**config.mk**
```make
export PLATFORM = sky130hd
export DESIGN_NAME = half_mix_arbiter
export DESIGN_NICKNAME = d
export VERILOG_FILES = /design/src/rtl/half_mix_arbiter.sv
export SDC_FILE = /design/constraint.sdc
export NUM_CORES = 1
export LEC_CHECK = 0
export ABC_CLOCK_PERIOD_IN_PS = 2160
export CAP_MARGIN = 25
export CORE_UTILIZATION = 39
export DETAILED_ROUTE_END_ITERATION = 8
export GPL_ROUTABILITY_DRIVEN = 0
export MAX_ROUTING_LAYER = met4
export PLACE_DENSITY = 0.76
export SYNTH_ARGS = -nofsm -noshare
export SYNTH_HDL_FRONTEND = slang
export SYNTH_SLANG_ARGS = --single-unit
export TNS_END_PERCENT = 1
```
**constraint.sdc**
```tcl
create_clock -name clk_i -period 2.16 [get_ports clk_i]
set_input_delay 0.54 -clock clk_i [delete_from_list [all_inputs] [get_ports clk_i]]
set_output_delay 0.54 -clock clk_i [all_outputs]
set_load 0.05 [all_outputs]
```
**src/rtl/half_mix_arbiter.sv**
```systemverilog
// half_mix_arbiter: one halving mixer, out = (a>>>1) + (b>>>1), shared by
// NREQ requesters. A round-robin search picks the next operand pair, a
// small FSM walks it through the datapath, and the result leaves with the
// winning requester's id under valid/ready flow control.
module half_mix_arbiter #(
  parameter  int DATAW           = 16,
  parameter  int NREQ            = 4,
  parameter  int REGISTER_OUTPUT = 1,
  localparam int IDW             = $clog2(NREQ)
) (
  input  logic                  clk_i,
  input  logic                  rst_n_i,
  input  logic [NREQ-1:0]       req_valid_i,
  output logic [NREQ-1:0]       req_ready_o,
  input  logic [NREQ*DATAW-1:0] req_data1_i,
  input  logic [NREQ*DATAW-1:0] req_data2_i,
  output logic                  res_valid_o,
  input  logic                  res_ready_i,
  output logic [DATAW-1:0]      res_data_o,
  output logic [IDW-1:0]        res_id_o
);

  typedef enum logic [1:0] {
    S_IDLE,
    S_CALC,
    S_OUT
  } state_t;

  state_t           r_state;
  logic [IDW-1:0]   r_ptr;
  logic [IDW-1:0]   r_id;
  logic [DATAW-1:0] r_a;
  logic [DATAW-1:0] r_b;

  logic             w_any;
  logic [IDW-1:0]   w_win;
  logic             w_can_grant;
  logic             w_grant;
  logic [DATAW-1:0] w_sum;

  // Each operand is halved with an arithmetic shift (rounds toward -inf);
  // two halves always fit in DATAW bits, so the sum cannot overflow.
  function automatic logic [DATAW-1:0] half_mix(input logic [DATAW-1:0] a,
                                                input logic [DATAW-1:0] b);
    logic signed [DATAW-1:0] ha;
    logic signed [DATAW-1:0] hb;
    ha = $signed(a) >>> 1;
    hb = $signed(b) >>> 1;
    return ha + hb;
  endfunction

  // Round-robin search: first valid requester at or above r_ptr, with wrap.
  always_comb begin
    logic [IDW-1:0] v_idx;
    // NOTE: every variable gets a default before any branch, so no path
    // leaves it unassigned and no latch is inferred.
    w_any = 1'b0;
    w_win = '0;
    v_idx = '0;
    for (int i = 0; i < NREQ; i++) begin
      v_idx = IDW'((int'(r_ptr) + i) % NREQ);
      if (!w_any && req_valid_i[v_idx]) begin
        w_any = 1'b1;
        w_win = v_idx;
      end
    end
  end

  // A grant is only possible when the datapath is empty or its result is
  // leaving this very cycle (back-to-back).
  assign w_can_grant = (r_state == S_IDLE) || ((r_state == S_OUT) && res_ready_i);
  assign w_grant     = w_can_grant && w_any;

  // Grant is combinational; it is forced low while reset is asserted so
  // every output reads 0 during reset even with requests pending.
  assign req_ready_o = (w_grant && rst_n_i) ? (NREQ'(1) << w_win) : '0;

  assign res_valid_o = (r_state == S_OUT);
  assign res_id_o    = r_id;
  assign res_data_o  = w_sum;

  // Control FSM plus operand capture on the grant edge.
  always_ff @(posedge clk_i or negedge rst_n_i) begin
    // NOTE: the operand and id registers are reset along with the FSM so a
    // pair in flight is dropped and the outputs read 0 after reset.
    if (!rst_n_i) begin
      r_state <= S_IDLE;
      r_ptr   <= '0;
      r_id    <= '0;
      r_a     <= '0;
      r_b     <= '0;
    end else begin
      // NOTE: non-blocking assignments throughout, so every register
      // samples pre-edge values regardless of statement order.
      if (w_grant) begin
        r_a   <= req_data1_i[int'(w_win)*DATAW +: DATAW];
        r_b   <= req_data2_i[int'(w_win)*DATAW +: DATAW];
        r_id  <= w_win;
        r_ptr <= (w_win == IDW'(NREQ - 1)) ? '0 : w_win + 1'b1;
      end
      case (r_state)
        S_IDLE: begin
          if (w_grant) r_state <= (REGISTER_OUTPUT != 0) ? S_CALC : S_OUT;
        end
        S_CALC: begin
          r_state <= S_OUT;
        end
        S_OUT: begin
          if (res_ready_i) begin
            if (w_grant) r_state <= (REGISTER_OUTPUT != 0) ? S_CALC : S_OUT;
            else         r_state <= S_IDLE;
          end
        end
        default: begin
          r_state <= S_IDLE;
        end
      endcase
    end
  end

  generate
    if (REGISTER_OUTPUT != 0) begin : g_reg_sum
      logic [DATAW-1:0] r_sum;

      // Sum register loaded in CALC; holds through OUT even while a new
      // pair is captured back-to-back.
      always_ff @(posedge clk_i or negedge rst_n_i) begin
        if (!rst_n_i) begin
          r_sum <= '0;
        end else if (r_state == S_CALC) begin
          r_sum <= half_mix(r_a, r_b);
        end
      end

      assign w_sum = r_sum;
    end else begin : g_comb_sum
      assign w_sum = half_mix(r_a, r_b);
    end
  endgenerate

endmodule
```
# == Word-level counts from Yosys, hierarchy flattened ==
# Index checks and enable logic that the tools add are counted.
# word_totals
ff_bits,54
inputBits,135
rom_bits,0
latch_bits,0
n_memories,0
ramBits,0
out_inout_bits,23
# op_classes
bitwise_logic,0
div_mod_pow,0
add_sub_neg,5
eq_ne,5
n_lt_le_gt_ge,4
n_mux,22
n_mul,0
n_shift,3
n_reduce_logical,12
# op_table
cell,count
variable part select 64 x 7 -> 16 bit,2
adder 15 x 15 -> 16 bit,1
two-way mux 2 bit,7
"less-than comparator 2 x 3 -> 1 bit, second input constant",4
two-way mux 1 bit,9
binary-select mux 1 bit (select 2 bit),4
logical AND 1 bit,6
case mux 2 bit (3 select lines),1
"adder 2 x 1 -> 2 bit, second input constant",2
"adder 2 bit, second input constant",2
"== test 2 bit, second input constant",2
two-way mux 4 bit,1
"<< shifter 1 x 2 -> 4 bit, first input constant",1
logical NOT 1 bit,3
"== test 2 x 1 -> 1 bit, second input constant",1
logical NOT 2 bit,1
"inequality test 2 x 1 -> 1 bit, second input constant",1
"inequality test 2 bit, second input constant",1
AND reduction 2 bit,1
logical OR 1 bit,1

# == Longest topological paths before layout ==
# logic_depth
depth_word,16
ltp_mapped,8

# == Worst setup path after synthesis ==
# No wires, ideal clock.
# synth_timing
path_kind,input port to output port
startpoint,input req_valid_i[3]
endpoint,output req_ready_o[0]
arrival_ns,1.992
setup_slack_ns,-0.372
t_required_ns,1.620
path_buffers,1
stages,7
cell_sequence,nand2b_1 a211oi_1 nor2_4 buf_2 inv_1 ha_1 and3_1
# synth_via
word_cells_on_any_way,26
cone_classes,1 x shift; 17 x mux; 8 x reduce/logical
# synth_rtl
item,line,rtl
start: declaration,13,"input logic [NREQ-1:0] req_valid_i,"
binary-select mux 1 bit (select 2 bit),62,if (!w_any && req_valid_i[v_idx]) begin
two-way mux 1 bit (not written as such),62,
two-way mux 1 bit,62,
logical NOT 1 bit,62,
logical AND 1 bit,62,
two-way mux 1 bit,62,
logical NOT 1 bit,62,
logical AND 1 bit,62,
two-way mux 1 bit,62,
logical NOT 1 bit,62,
logical AND 1 bit,62,
two-way mux 2 bit *,62,
named net w_win[1],36,logic [IDW-1:0] w_win;
<< shifter 1 x 2 -> 4 bit *,76,assign req_ready_o = (w_grant && rst_n_i) ? (NREQ'(1) << w_win) : '0;
two-way mux 4 bit *,76,
end: declaration,14,"output logic [NREQ-1:0] req_ready_o,"
# Mark *: on every way through the listed nets, which the timed path passes. The rest lies on a longest branch. The select of a mux whose other input is x is not followed.

# == Worst setup path in the final report ==
# layout_timing
startpoint,register r_ptr[1]
endpoint,output req_ready_o[2]
# layout_via
elab_chain_cells,15
word_cells_on_any_way,29
cone_classes,3 x add/sub; 1 x shift; 17 x mux; 8 x reduce/logical
# layout_rtl
item,line,rtl
start: declaration,30,logic [IDW-1:0] r_ptr;
start signal: assignment,99,r_ptr <= (w_win == IDW'(NREQ - 1)) ? '0 : w_win + 1'b1;
branches (longest 14 deep; another with adder 2 x 1 -> 2 bit),--,
two-way mux 4 bit *,76,
# Every way passes the cells marked *. The select of a mux whose other input is x is not followed.

==> impl_summary.md <==
Synthesis
The share of cell area taken by muxes after synthesis is 34.9%. For this run, the register share of the synthesized area comes to 34.8%. Of the total synthesized cell area, the portion taken by AND, OR, NAND and NOR gates is 6.99%. The number of flops mapped to enable cells by yosys is 0. The synthesized cell area is 3740 um2. The proportion of register bits with asynchronous set or reset after synthesis is 100%. After synthesis, the mean cell area works out to 10.9 um2.

When the netlist entered floorplanning its net count stood at 498. By area, the combinational part of the netlist is dominated by multiplexers. The arithmetic-cell share of the synthesized area counting full adders, half adders and majority gates is 6.89%. The dominant synthesized flop cell is dfrtp_1. The count of mapped cells out of synthesis is 343. Synthesis inferred 52 register bits. The compound-gate portion of the synthesized area is 10.5%. During synthesis, Yosys emitted a total of 0 warnings. In this run, distinct cell masters in the synthesized netlist total 39. The share of the synthesized netlist area taken by xor and xnor gates is 2.34%.

Power
For this design the ratio of total power to cell area is 1480 nW/um2. The fraction of power consumed by combinational cells is 71.5%. The power spent charging and discharging nets is 3.80 mW. The clock network is responsible for 6.7% of the overall power. Cell internal power was estimated by the tool at 4.68 mW. The peak ir drop on the vdd network is 0.000562 V. The switching portion of total power is 44.8%. Sequential cells burn 21.7% of the power.

In this run the static leakage power is 2.57 nW.

Critical path
For the worst setup path, the data required time is 1.62 ns. STA classifies the critical path endpoint as a primary output. The critical path in this run is classified as reg -> out.

The endpoint identified for the worst register-to-register timing path is res_data_o[10]$_DFFE_PN0N_. At the worst endpoint, the arrival time is 1.88 ns. The kind of start point of the critical path is a register. The setup check on the worst reg-to-reg path leaves a slack of -0.08 ns. The top fanout value on the critical path is 6. The number of cells traversed by the worst register-to-register path is 8. The launching point of the worst reg2reg path is r_a[1]$_DFFE_PN0P_.

Timing
The actual transition at the worst max-transition pin is 0.601 ns. The number of endpoints with negative hold slack in the final report is 0. Final hold analysis gives a worst-case slack of 0.0778 ns. The setup TNS is -1.12 ns. The final worst slack is -0.263 ns.

The relative slew slack is 59.9%. The final setup violation count is 7. The routed design could run at a clock period as short as 2.42 ns. The count of final max-slew check failures came to 0. Setup repair after global routing could not meet its margin everywhere.

The peak clock frequency supported by timing is 413 MHz. The final worst clock skew is 0.00529 ns. Dividing the final minimum period by the clock period gives 112%.

Routing
The aggregate routed wire length is 9.39 mm. The detail route stage leaves a number of antenna-violating nets equal to 0. The detail-routed via count per cell is 4.97.

The detailed router's first-iteration violation count is 92. For this run, design rule violations remaining after detail routing come to 0. The routed length per placed instance is 14.7 um. The count of TritonRoute iterations in the first routing pass is 4. Detailed routing inserted a total of 3168 vias.

Clock tree
For this design, the CTS-stage hold fixing added 0 buffers. The CTS H-tree depth is 2. Clock-pin slew was measured on the worst setup and hold paths at 0.09 ns. TritonCTS built the clock tree. The clock passes through at most 2 buffers. Clock latency on the worst-skew pair, taken at its later pin, is 0.31 ns. Clock tree synthesis inserted a total of 5 buffers. The sink count of the clock tree is 52. The cell chosen for the clock root is clkbuf_8.

Floorplanning
The die covers 9990 um2. In this run the standard cell core region covers 9280 um2. Measured along the x axis, the die boundary spans 99.9 um. The floorplan step set the die height to 99.9 um.

The number of rows created at floorplan is 35. The effective utilization at floorplan is 40.3%. The boundary pin count is 158.

Layout
The number of cells in the finished layout apart from fillers is 638. The most common cell after layout, fill and taps aside is clkdlybuf4s50_1. For this run, the share of the core covered by cells in the final layout is 61.8%. The area overhead of the layout relative to synthesis is 53.4%. Of the cells placed in the final design, the portion with a size suffix greater than 1 is 20.6%. The number of fillers in the final layout is 810. The net count of the finished layout is 663.

In the layout the commonest cells are 137 x clkdlybuf4s50_1, 90 x mux2i_1, 50 x dfrtp_1. The repair_antennas step left the layout with diodes totalling 0.

Global routing
The via count of the first global-routing pass is 3313. Global routing finished with a remaining overflow of 0. The first-pass GRT wire length is 15.1 mm. The largest net degree at the start of global routing is 47.

The combined global-route utilization of all metal layers is 19.9%. The initial antenna violation count is 0.

Outcome
The final reports fail on setup timing. The run finished, with violations left.

Placed design
The number of placed instances, taps included, is 625. Port buffering added 149 buffers. The wire-length estimate of the detail-placed layout is 7.62 mm.

Run
The tool flagged a number of max-cap violations equal to 0.

Worst hold path
The path class of the lowest-slack min-delay path is in -> async.
sequential cells by signal (all words and copies together) (netlist names):
signal / flops
r_b: 15
r_a: 15
res_id_o: 2
r_state: 2
res_data_o: 16
r_ptr: 2
Yosys cell counts (all sizes together), types with 8 or more instances:
cell type	count	area, um2
dfrtp	52	1300
buf	9	78.8
mux2	35	394
o21ai	12	60.1
mux2i	91	911
clkbuf	11	41.3
nand2	21	78.8
nor2	8	37.5
a21oi	14	70.1
a21o	10	75.1
ha	19	238
xor2	8	70.1
power groups by stage:
stage | Sequential (mW) | Clock (mW) | Combinational [mW]
floorplan | 2.34 | 0 | 3.65
global placement | 1.84 | 0 | 5.74
detailed placement | 1.86 | 0 | 5.86
CTS | 1.84 | 0.587 | 5.98
global route | 1.90 | 0.629 | 6.59
finish | 1.84 | 0.571 | 6.06
per-stage QoR:
stage / setup WS, ns / power [mW] / instance area (um2)
global placement: -0.478 / 7.58 / 5520
floorplan: -0.104 / 5.99 / 3790
finish: -0.263 / 8.47 / 5740
global route: -0.359 / 9.12 / 5740
CTS: -0.245 / 8.41 / 5680
detailed placement: -0.537 / 7.71 / 5520
kinds of logic (layout without fill, tap and decap cells):
group / after synthesis / after routing
fa+ha+maj: 20 / 20
compound gates: 59 / 59
simple gates: 52 / 52
buf+inv: 24 / 190
mux: 126 / 126
xor+xnor: 10 / 10
flops: 52 / 52
cell type report:
cell class / instances / area [um2] / share of cell area (%)
multi-input combinational: 267 / 2420 / 42.2
timing repair buffer: 178 / 1740 / 30.4
sequential: 52 / 1300 / 22.7
tap: 129 / 161 / 2.81
clock buffer: 8 / 90.1 / 1.57
inverter: 4 / 15.0 / 0.262
worst max-delay path, stage by stage, from the launching register on:
cell and delay (ns):
dfrtp_2 0.48, nand2b_1 0.18, a21oi_1 0.28, a211oi_4 0.09, inv_2 0.07, ha_2 0.16, and3_4 0.17, buf_6 0.15
repair_timing:
action,CTS,global route
setup buffers,4,1
pin swaps,5,6
setup endpoints to repair,38,43
resized for setup,18,13
per-layer routing:
layer  share of wire, %  track usage (%)
met1                 40             21.6
met2                 52             37.4
met3                6.7             4.11
met4                1.0             3.85
met5                  0                -
worst max-delay path by stage:
stage                          from             end  depth (start not counted)
2_1_floorplan  r_ptr[1]$_DFFE_PN0P_  req_ready_o[3]                          5
3_3_place_gp         req_valid_i[3]  req_ready_o[0]                          7
3_5_place_dp         req_valid_i[3]  req_ready_o[0]                          8
4_1_cts        r_ptr[1]$_DFFE_PN0P_  req_ready_o[0]                          6
5_1_grt        r_ptr[1]$_DFFE_PN0P_  req_ready_o[0]                          6
6_report       r_ptr[1]$_DFFE_PN0P_  req_ready_o[2]                          7
Power figures use the tool's default switching activity.
